### config.mk
export PLATFORM = sky130hd
export DESIGN_NAME = pong_game_ctrl
export DESIGN_NICKNAME = d
export VERILOG_FILES = /design/src/rtl/pong_game_ctrl_pkg.sv /design/src/rtl/pong_game_ctrl_match_timer.sv /design/src/rtl/pong_game_ctrl.sv
export SDC_FILE = /design/constraint.sdc
export NUM_CORES = 1
export LEC_CHECK = 0
export BUFFER_PORTS_ARGS = -buffer_cell sky130_fd_sc_hd__buf_2
export CAP_MARGIN = 15
export CORE_MARGIN = 10
export CORE_UTILIZATION = 53
export CTS_BUF_LIST = sky130_fd_sc_hd__clkbuf_8
export DETAILED_ROUTE_END_ITERATION = 12
export PLACE_DENSITY_LB_ADDON = 0.3
export SYNTH_ARGS = -nofsm -noshare
export SYNTH_HDL_FRONTEND = slang
export SYNTH_SLANG_ARGS = --single-unit
export TNS_END_PERCENT = 20
### constraint.sdc
create_clock -name clk -period 3.7 [get_ports clk]
set_clock_uncertainty 0.05 [all_clocks]
set_input_delay 0.185 -clock clk [delete_from_list [all_inputs] [get_ports clk]]
set_output_delay 0.185 -clock clk [all_outputs]
set_load 0.02 [all_outputs]
### src/rtl/pong_game_ctrl_pkg.sv
// Shared definitions for the Pong game sequencer: state encodings, winner codes
// and BCD digit limits used by the match timer.
package pong_game_ctrl_pkg;

    typedef enum logic [2:0] {
        ST_IDLE  = 3'd0,
        ST_SERVE = 3'd1,
        ST_PLAY  = 3'd2,
        ST_POINT = 3'd3,
        ST_OVER  = 3'd4
    } state_t;

    localparam logic [1:0] WIN_NONE = 2'b00;
    localparam logic [1:0] WIN_P1   = 2'b01;
    localparam logic [1:0] WIN_P2   = 2'b10;
    localparam logic [1:0] WIN_DRAW = 2'b11;

    localparam logic [3:0] SEC2_MAX = 4'd9;
    localparam logic [3:0] SEC1_MAX = 4'd5;

    localparam int CNT_W = 4;

endpackage

### src/rtl/pong_game_ctrl_match_timer.sv
// BCD match countdown min:sec1 sec2. Loads MATCH_MIN:00, decrements one second
// per dec pulse and holds at 0:00.
module match_timer
    import pong_game_ctrl_pkg::*;
#(
    parameter int MATCH_MIN = 3
) (
    input  logic       clk,
    input  logic       rst,
    input  logic       load,
    input  logic       dec,
    output logic [3:0] min,
    output logic [3:0] sec1,
    output logic [3:0] sec2,
    output logic       zero
);

    localparam logic [3:0] MIN_INIT = 4'(MATCH_MIN);

    assign zero = (min == 4'd0) && (sec1 == 4'd0) && (sec2 == 4'd0);

    always_ff @(posedge clk or negedge rst) begin
        if (!rst) begin
            min  <= MIN_INIT;
            sec1 <= 4'd0;
            sec2 <= 4'd0;
        end else if (load) begin
            min  <= MIN_INIT;
            sec1 <= 4'd0;
            sec2 <= 4'd0;
        end else if (dec && !zero) begin
            // ones digit borrows from tens, tens borrows from minutes
            if (sec2 != 4'd0) begin
                sec2 <= sec2 - 4'd1;
            end else if (sec1 != 4'd0) begin
                sec2 <= SEC2_MAX;
                sec1 <= sec1 - 4'd1;
            end else begin
                sec2 <= SEC2_MAX;
                sec1 <= SEC1_MAX;
                min  <= min - 4'd1;
            end
        end
    end

endmodule

### src/rtl/pong_game_ctrl.sv
// Pong game sequencer: owns the game FSM, scores, winner and the serve/over
// delays, and drives stop/serve to the ball engine.
//
// state | meaning
// IDLE  | waiting for start edge; scores, winner and timer held cleared
// SERVE | serve pulse on entry, waits SERVE_TICKS ticks, timer frozen
// PLAY  | ball live, timer counts down, misses score
// POINT | one-cycle score settle; decides SERVE or OVER
// OVER  | winner latched, waits OVER_TICKS ticks then back to IDLE
module pong_game_ctrl
    import pong_game_ctrl_pkg::*;
#(
    parameter int WIN_SCORE   = 9,
    parameter int MATCH_MIN   = 3,
    parameter int SERVE_TICKS = 2,
    parameter int OVER_TICKS  = 2
) (
    input  logic       clk,
    input  logic       rst,
    input  logic       tick,
    input  logic       start_btn,
    input  logic       miss1,
    input  logic       miss2,
    output logic       stop,
    output logic       serve,
    output logic [3:0] score1,
    output logic [3:0] score2,
    output logic [3:0] min,
    output logic [3:0] sec1,
    output logic [3:0] sec2,
    output logic [2:0] state,
    output logic [1:0] winner
);

    localparam logic [3:0]       WIN_VAL    = 4'(WIN_SCORE);
    localparam logic [CNT_W-1:0] SERVE_LAST = CNT_W'(SERVE_TICKS - 1);
    localparam logic [CNT_W-1:0] OVER_LAST  = CNT_W'(OVER_TICKS - 1);

    state_t           cur_state;
    state_t           nxt_state;
    logic             start_q;
    logic             start_rise;
    logic [CNT_W-1:0] dly_cnt;
    logic             add1;
    logic             add2;
    logic             timer_load;
    logic             timer_dec;
    logic             timer_zero;

    assign start_rise = start_btn & ~start_q;
    assign stop       = (cur_state != ST_PLAY);
    assign state      = cur_state;

    always_comb begin
        nxt_state = cur_state;
        add1      = 1'b0;
        add2      = 1'b0;
        case (cur_state)
            ST_IDLE:  if (start_rise) nxt_state = ST_SERVE;
            ST_SERVE: if (tick && dly_cnt == SERVE_LAST) nxt_state = ST_PLAY;
            ST_PLAY: begin
                if (miss1) begin
                    add2      = 1'b1;
                    nxt_state = ST_POINT;
                end else if (miss2) begin
                    add1      = 1'b1;
                    nxt_state = ST_POINT;
                end else if (timer_zero) begin
                    nxt_state = ST_OVER;
                end
            end
            ST_POINT: begin
                if (score1 == WIN_VAL || score2 == WIN_VAL || timer_zero)
                    nxt_state = ST_OVER;
                else
                    nxt_state = ST_SERVE;
            end
            ST_OVER:  if (tick && dly_cnt == OVER_LAST) nxt_state = ST_IDLE;
            default:  nxt_state = ST_IDLE;
        endcase
    end

    // a tick on the edge that lands in PLAY is spent on the timer; otherwise it is dropped
    assign timer_load = (nxt_state == ST_IDLE);
    assign timer_dec  = tick && (nxt_state == ST_PLAY);

    always_ff @(posedge clk or negedge rst) begin
        if (!rst) begin
            cur_state <= ST_IDLE;
            start_q   <= 1'b1;
            dly_cnt   <= '0;
            serve     <= 1'b0;
            score1    <= 4'd0;
            score2    <= 4'd0;
            winner    <= WIN_NONE;
        end else begin
            cur_state <= nxt_state;
            start_q   <= start_btn;
            serve     <= (nxt_state == ST_SERVE) && (cur_state != ST_SERVE);

            if (nxt_state != cur_state)
                dly_cnt <= '0;
            else if (tick)
                dly_cnt <= dly_cnt + 1'b1;

            if (nxt_state == ST_IDLE) begin
                score1 <= 4'd0;
                score2 <= 4'd0;
                winner <= WIN_NONE;
            end else begin
                if (add1) score1 <= score1 + 4'd1;
                if (add2) score2 <= score2 + 4'd1;
                if (nxt_state == ST_OVER && cur_state != ST_OVER) begin
                    if (score1 > score2)
                        winner <= WIN_P1;
                    else if (score2 > score1)
                        winner <= WIN_P2;
                    else
                        winner <= WIN_DRAW;
                end
            end
        end
    end

    match_timer #(
        .MATCH_MIN (MATCH_MIN)
    ) u_match_timer (
        .clk  (clk),
        .rst  (rst),
        .load (timer_load),
        .dec  (timer_dec),
        .min  (min),
        .sec1 (sec1),
        .sec2 (sec2),
        .zero (timer_zero)
    );

endmodule

=== After elaboration in Yosys (flattened, before gate mapping) ===
Cells that the tools add are included.

* Add/sub/neg operators: 6
* $lt $le $gt $ge: 2
* Equal/unequal tests: 16
* Multiplexer cells: 34
* Bitwise logic cells: 2
* Reduce and logical (&&, ||, !) cells: 24

{| class="wikitable"
|+ Operators with widths
! operator !! count
|-
| $mux W4 || 17
|-
| $mux W3 || 7
|-
| $pmux W3 S5 || 1
|-
| $add A4 B1 Y4 const B || 3
|-
| $logic_not A4 Y1 || 3
|-
| $sub A4 B1 Y4 const B || 3
|-
| $reduce_bool A2 Y1 || 5
|-
| $eq A3 B2 Y1 const B || 3
|-
| $eq A4 B4 Y1 const B || 2
|-
| $gt A4 B4 Y1 || 2
|-
| $reduce_bool A4 Y1 || 2
|-
| $logic_and A1 B1 Y1 || 7
|-
| $eq A3 B1 Y1 const B || 2
|-
| $eq A3 B3 Y1 const B || 2
|-
| $logic_not A3 Y1 || 2
|-
| $mux W1 || 6
|-
| $mux W2 || 3
|-
| $eq A4 B1 Y1 const B || 1
|-
| $ne A2 B2 Y1 const B || 2
|-
| $ne A3 B1 Y1 const B || 1
|-
| $ne A3 B2 Y1 const B || 1
|-
| $ne A3 B3 Y1 || 1
|-
| $ne A3 B3 Y1 const B || 1
|-
| $reduce_and A3 Y1 || 1
|-
| other kinds (5) || 6
|}

* Bits in registers: 31
* Input port bits: 6
* Logic and storage cells: 94

=== Logic depth before layout (Yosys ltp) ===
* Depth in word-level cells: 12
* Depth in mapped cells: 10

=== Modules after synthesis ===
Synthesis repeated with hierarchy kept, for this count alone.

* Cells, all modules: 194
* Area, all modules: 1916.8 µm²

{| class="wikitable"
|+ Modules (own cells, without submodules)
! module !! times used !! cells each !! area an instance (µm²)
|-
| pong_game_ctrl || 1 || 115 || 1171.1
|-
| match_timer || 1 || 79 || 745.7
|}

=== Worst setup path after synthesis ===
Ideal clock, no wire load.

* Kind: register to register
* Start point: reg u_match_timer.sec1[0]
* End point: reg winner[1]
* Setup time: 0.121 ns
* Arrival: 2.232 ns
* Path slack: 1.297 ns
* Stages on the path, launching flop included: 9
* Path buffers: 0
* Period minus slack after synthesis: 2.403 ns
* Path through: dfrtp_1 inv_1 ha_1 nor3b_4 a31oi_4 a211oi_4 inv_4 or3_4 a22o_1

* Cells in the longest elaborated chain, start to end: 10

{| class="wikitable"
|+ RTL lines
! what !! line !! RTL
|-
| from (decl) || pong_game_ctrl_match_timer.sv:13 || <nowiki>output logic [3:0] sec1,</nowiki>
|-
| from (signal assigned) || pong_game_ctrl_match_timer.sv:37 || <nowiki>sec1 <= sec1 - 4'd1;</nowiki>
|-
| $logic_not A4 Y1 (*) || pong_game_ctrl_match_timer.sv:20 || <nowiki>assign zero = (min == 4'd0) && (sec1 == 4'd0) && (sec2 == 4'd0);</nowiki>
|-
| $logic_and A1 B1 Y1 (*) (2 in a row) || pong_game_ctrl_match_timer.sv:20 ||
|-
| $mux W3 (*) || pong_game_ctrl.sv:68 || <nowiki>end else if (timer_zero) begin</nowiki>
|-
| $mux W3 (*) || pong_game_ctrl.sv:65 || <nowiki>end else if (miss2) begin</nowiki>
|-
| $mux W3 (*) || pong_game_ctrl.sv:62 || <nowiki>if (miss1) begin</nowiki>
|-
| $pmux W3 S5 (*) || pong_game_ctrl.sv:58 || <nowiki>case (cur_state)</nowiki>
|-
| via nxt_state[1] || pong_game_ctrl.sv:40 || <nowiki>state_t nxt_state;</nowiki>
|-
| $eq A3 B3 Y1 || pong_game_ctrl.sv:113 || <nowiki>if (nxt_state == ST_OVER && cur_state != ST_OVER) begin</nowiki>
|-
| $logic_and A1 B1 Y1 || pong_game_ctrl.sv:113 ||
|-
| $reduce_bool A2 Y1 (no line) || - ||
|-
| to (signal assigned) || pong_game_ctrl.sv:115 || <nowiki>winner <= WIN_P1;</nowiki>
|-
| to (signal assigned) || pong_game_ctrl.sv:117 || <nowiki>winner <= WIN_P2;</nowiki>
|-
| to (signal assigned) || pong_game_ctrl.sv:119 || <nowiki>winner <= WIN_DRAW;</nowiki>
|-
| to (decl) || pong_game_ctrl.sv:32 || <nowiki>output logic [1:0] winner</nowiki>
|}

The timed path passes the listed nets; every way through them passes the cells marked *.
A chain may end at the register's enable or synchronous reset.

=== Worst setup path after layout ===
* Start point: reg u_match_timer.sec1[0]
* End point: reg u_match_timer.sec2[3]

* Cells in the longest elaborated chain, start to end: 11

{| class="wikitable"
|+ RTL lines
! what !! line !! RTL
|-
| $logic_not A4 Y1 (*) || pong_game_ctrl_match_timer.sv:20 ||
|-
| $logic_and A1 B1 Y1 (*) (2 in a row) || pong_game_ctrl_match_timer.sv:20 ||
|-
| $mux W3 (*) || pong_game_ctrl.sv:68 ||
|-
| $mux W3 (*) || pong_game_ctrl.sv:65 ||
|-
| $mux W3 (*) || pong_game_ctrl.sv:62 ||
|-
| $pmux W3 S5 (*) || pong_game_ctrl.sv:58 ||
|-
| via nxt_state[1] || pong_game_ctrl.sv:40 ||
|-
| $eq A3 B2 Y1 || pong_game_ctrl.sv:85 || <nowiki>assign timer_dec = tick && (nxt_state == ST_PLAY);</nowiki>
|-
| $logic_and A1 B1 Y1 || pong_game_ctrl.sv:85 ||
|-
| $logic_and A1 B1 Y1 || pong_game_ctrl_match_timer.sv:31 || <nowiki>end else if (dec && !zero) begin</nowiki>
|-
| $reduce_bool A2 Y1 (no line) || - ||
|-
| to (signal assigned) || pong_game_ctrl_match_timer.sv:34 || <nowiki>sec2 <= sec2 - 4'd1;</nowiki>
|-
| to (decl) || pong_game_ctrl_match_timer.sv:14 || <nowiki>output logic [3:0] sec2,</nowiki>
|}

Marks and branches as above.

==> flow_metrics.tcl <==
set metrics [dict create \
    power.leakage_nw 1.07 \
    grt_pass1_wl_mm 8.89 \
    power_mw 1.66 \
    routedWlPerCell_um 18.0 \
    finalNonFillerCells 292 \
    synthFlopType "dfrtp_1" \
    die_h_um 82.5 \
    route.vias.total 1833 \
    required_ps 3770 \
    clkTransAtPathRegs_ps 70 \
    ys_types 61 \
    fmax_ghz 0.356 \
    place_area_um2 2240 \
    cts_tree "built" \
    critPathTopFamily "simple AND/OR/NAND/NOR gates" \
    setup_viol 0 \
    cts_buffer_depth 2 \
    ys_ff_latch 31 \
    dp_cells 282 \
    crit_type "reg2reg" \
    grt-busiest-layer "met2" \
    syn_avg_cell_area_um2 9.69 \
    post-route-period-util 0.760 \
    synth_top_area_share 0.338 \
    crit_buf_inv 2 \
    fin_nets 262 \
    grt_pass1_vias 1818 \
    netlist_area_um2 2070 \
    die_w_um 82.5 \
    place_ws_ps 908 \
    dp_hpwl_mm 3.88 \
    cts_root_buf "clkbuf_8" \
    hold_viol_final 0 \
    cts_sinks 31 \
    rsz0062_at_grt "no" \
    portBuffers 32 \
    final_util 0.631 \
    yosys.area.top_type "dfrtp_1" \
    ys_async_sr_fraction 1.00 \
    synth_nets 233 \
    antenna_found_initial 0 \
    groute.usage.overall 0.166 \
    tns_ps 0 \
    h-tree-depth 2 \
    start_util 0.558 \
    rows 22 \
    core-area_um2 3720 \
    crit_path_top_delay_cell "nor3_4" \
    nFillCells 320 \
    numCtsBuffers 5 \
    insertion_delay_ps 290 \
    postLayoutCellArea_um2 2340 \
    synth-edff-count 0 \
    cp-start-kind "register" \
    slew_violations 0 \
    regArea_um2 779 \
    ir_worst_vdd_uv 375 \
    critPathArrivalTime_ps 2880 \
    cellPowerDensity_nw_per_um2 710 \
    path_cells "inv_1 -> ha_1 -> nor3b_4 -> a31oi_4 -> a211oi_4 -> inv_4 -> nor3_4 -> a221oi_1" \
    grt_max_degree 32 \
    outcome "finished, final reports clean" \
    period_needed_ps 2810 \
    firstDrtPassIters 4 \
    io_pins 33 \
    max_stage_delay_ps 630 \
    cap_violations 0 \
    yosysMostFrequentCell "dfrtp_1" \
    num_antenna_cells 0 \
    gp_congestion 0.937 \
    met2_usage 0.249 \
    synthTopCellsByArea "dfrtp_1, ha_1, dfstp_2" \
    multiInputGateArea_um2 1150 \
    slew-limit-headroom 0.487 \
    drive_gt1_frac 0.254 \
    cts_setup_buffers 0 \
    hold_slack_ps 179 \
    globalRouteMet3Util 0.0389 \
    hp-class "in2reg" \
    via_per_inst 6.28 \
    end_kind "register" \
    dieArea_um2 6810 \
    syn_inst 214 \
    ys_warn_count 0 \
    ant_nets 0 \
    yosysSeqAreaShare 0.376 \
    synth_common_cells "dfrtp_1, inv_1, ha_1" \
    routed_wirelength_mm 5.26 \
    grt_overflow_total 0 \
    worst_pin_slew_ps 769 \
    area_growth_pct 13.1 \
    worst_slack_ps 889 \
    cts_hold_buf 2 \
    drc 0 \
    cp_max_fo 18 \
    drt_iter0_drc 187 \
    grt_use_met1 0.225 \
    post_cts_resized 0 \
]
## path summary, 6_finish.rpt
kind,startpoint,end,slack (ps),cells past startpoint
max,u_match_timer.sec1[0]$_DFFE_PN0P_,u_match_timer.sec2[3]$_DFFE_PN0P_,890,8
min,tick,dly_cnt[1]$_DFFE_PN0P_,180,2
min reg2reg,winner[0]$_DFFE_PN0P_,winner[0]$_DFFE_PN0P_,440,1
max in group asynchronous,rst,u_match_timer.sec1[1]$_DFFE_PN0P_,2730,2
max reg2reg,u_match_timer.sec1[0]$_DFFE_PN0P_,u_match_timer.sec2[3]$_DFFE_PN0P_,890,8
min in group asynchronous,rst,score2[3]$_DFFE_PN0P_,420,2
## worst register-to-register path: cells and delay by family, from the launching register on
kind	cells	cell delay, ps
AO/OA/AOI/OAI	3	790
flip-flops	1	410
adder cells (fa/ha/maj)	1	190
buffers and inverters	2	200
AND/OR/NAND/NOR	2	1010
## flip-flops by register name, indices dropped and copies added, names as in the netlist
name                flops
dly_cnt                 4
score1                  4
score2                  4
u_match_timer.min       4
u_match_timer.sec1      4
u_match_timer.sec2      4
state                   3
winner                  2
serve                   1
start_q                 1
## where the power goes
group          leakage (nW)  internal [mW]  switching (mW)  total [mW]
registers             0.416          0.407          0.0910       0.498
logic                 0.613          0.313           0.589       0.901
clock network        0.0402          0.131           0.134       0.265
total                  1.07          0.851           0.814        1.66
## layout make-up
type                    count  area share
multi-input cells         151       0.493
clock buffers               5      0.0293
clock inverters             3     0.00854
repair buffers             35      0.0800
well taps                  48      0.0256
inverters                  19      0.0315
flip-flops and latches     31       0.332
## cells in the final DEF (no fill, tap or decap), types with 3 or more instances in the layout
cell	count
nand2_1	11
clkbuf_8	5
o21ai_0	6
nand4_1	9
xnor2_1	5
dfstp_2	3
ha_1	13
xor2_1	4
nor2_1	9
a31oi_1	3
nor4_1	4
o211ai_1	5
inv_1	18
buf_2	32
a22oi_1	5
dfrtp_1	28
a221oi_1	6
nor3b_1	5
o31ai_1	3
a21oi_1	11
a31o_2	5
nand2b_1	3
a211o_1	3
## layer usage
metal / wire, um / part of all wire / up-vias
li1: - / - / 865
met2: 2530 / 0.48 / 54
met5: 0 / 0 / -
met4: 83 / 0.016 / 0
met1: 2320 / 0.44 / 904
met3: 319 / 0.061 / 10
## kinds of logic (layout without fill, tap and decap cells)
family / Yosys count / count (layout) / synth area share
fa+ha+maj: 13 / 13 / 0.0785
xor+xnor: 9 / 9 / 0.0380
flops: 31 / 31 / 0.376
buf+inv: 32 / 62 / 0.0670
simple gates: 69 / 69 / 0.219
compound gates: 60 / 60 / 0.221
No activity file was read; power rests on OpenSTA's default activity.
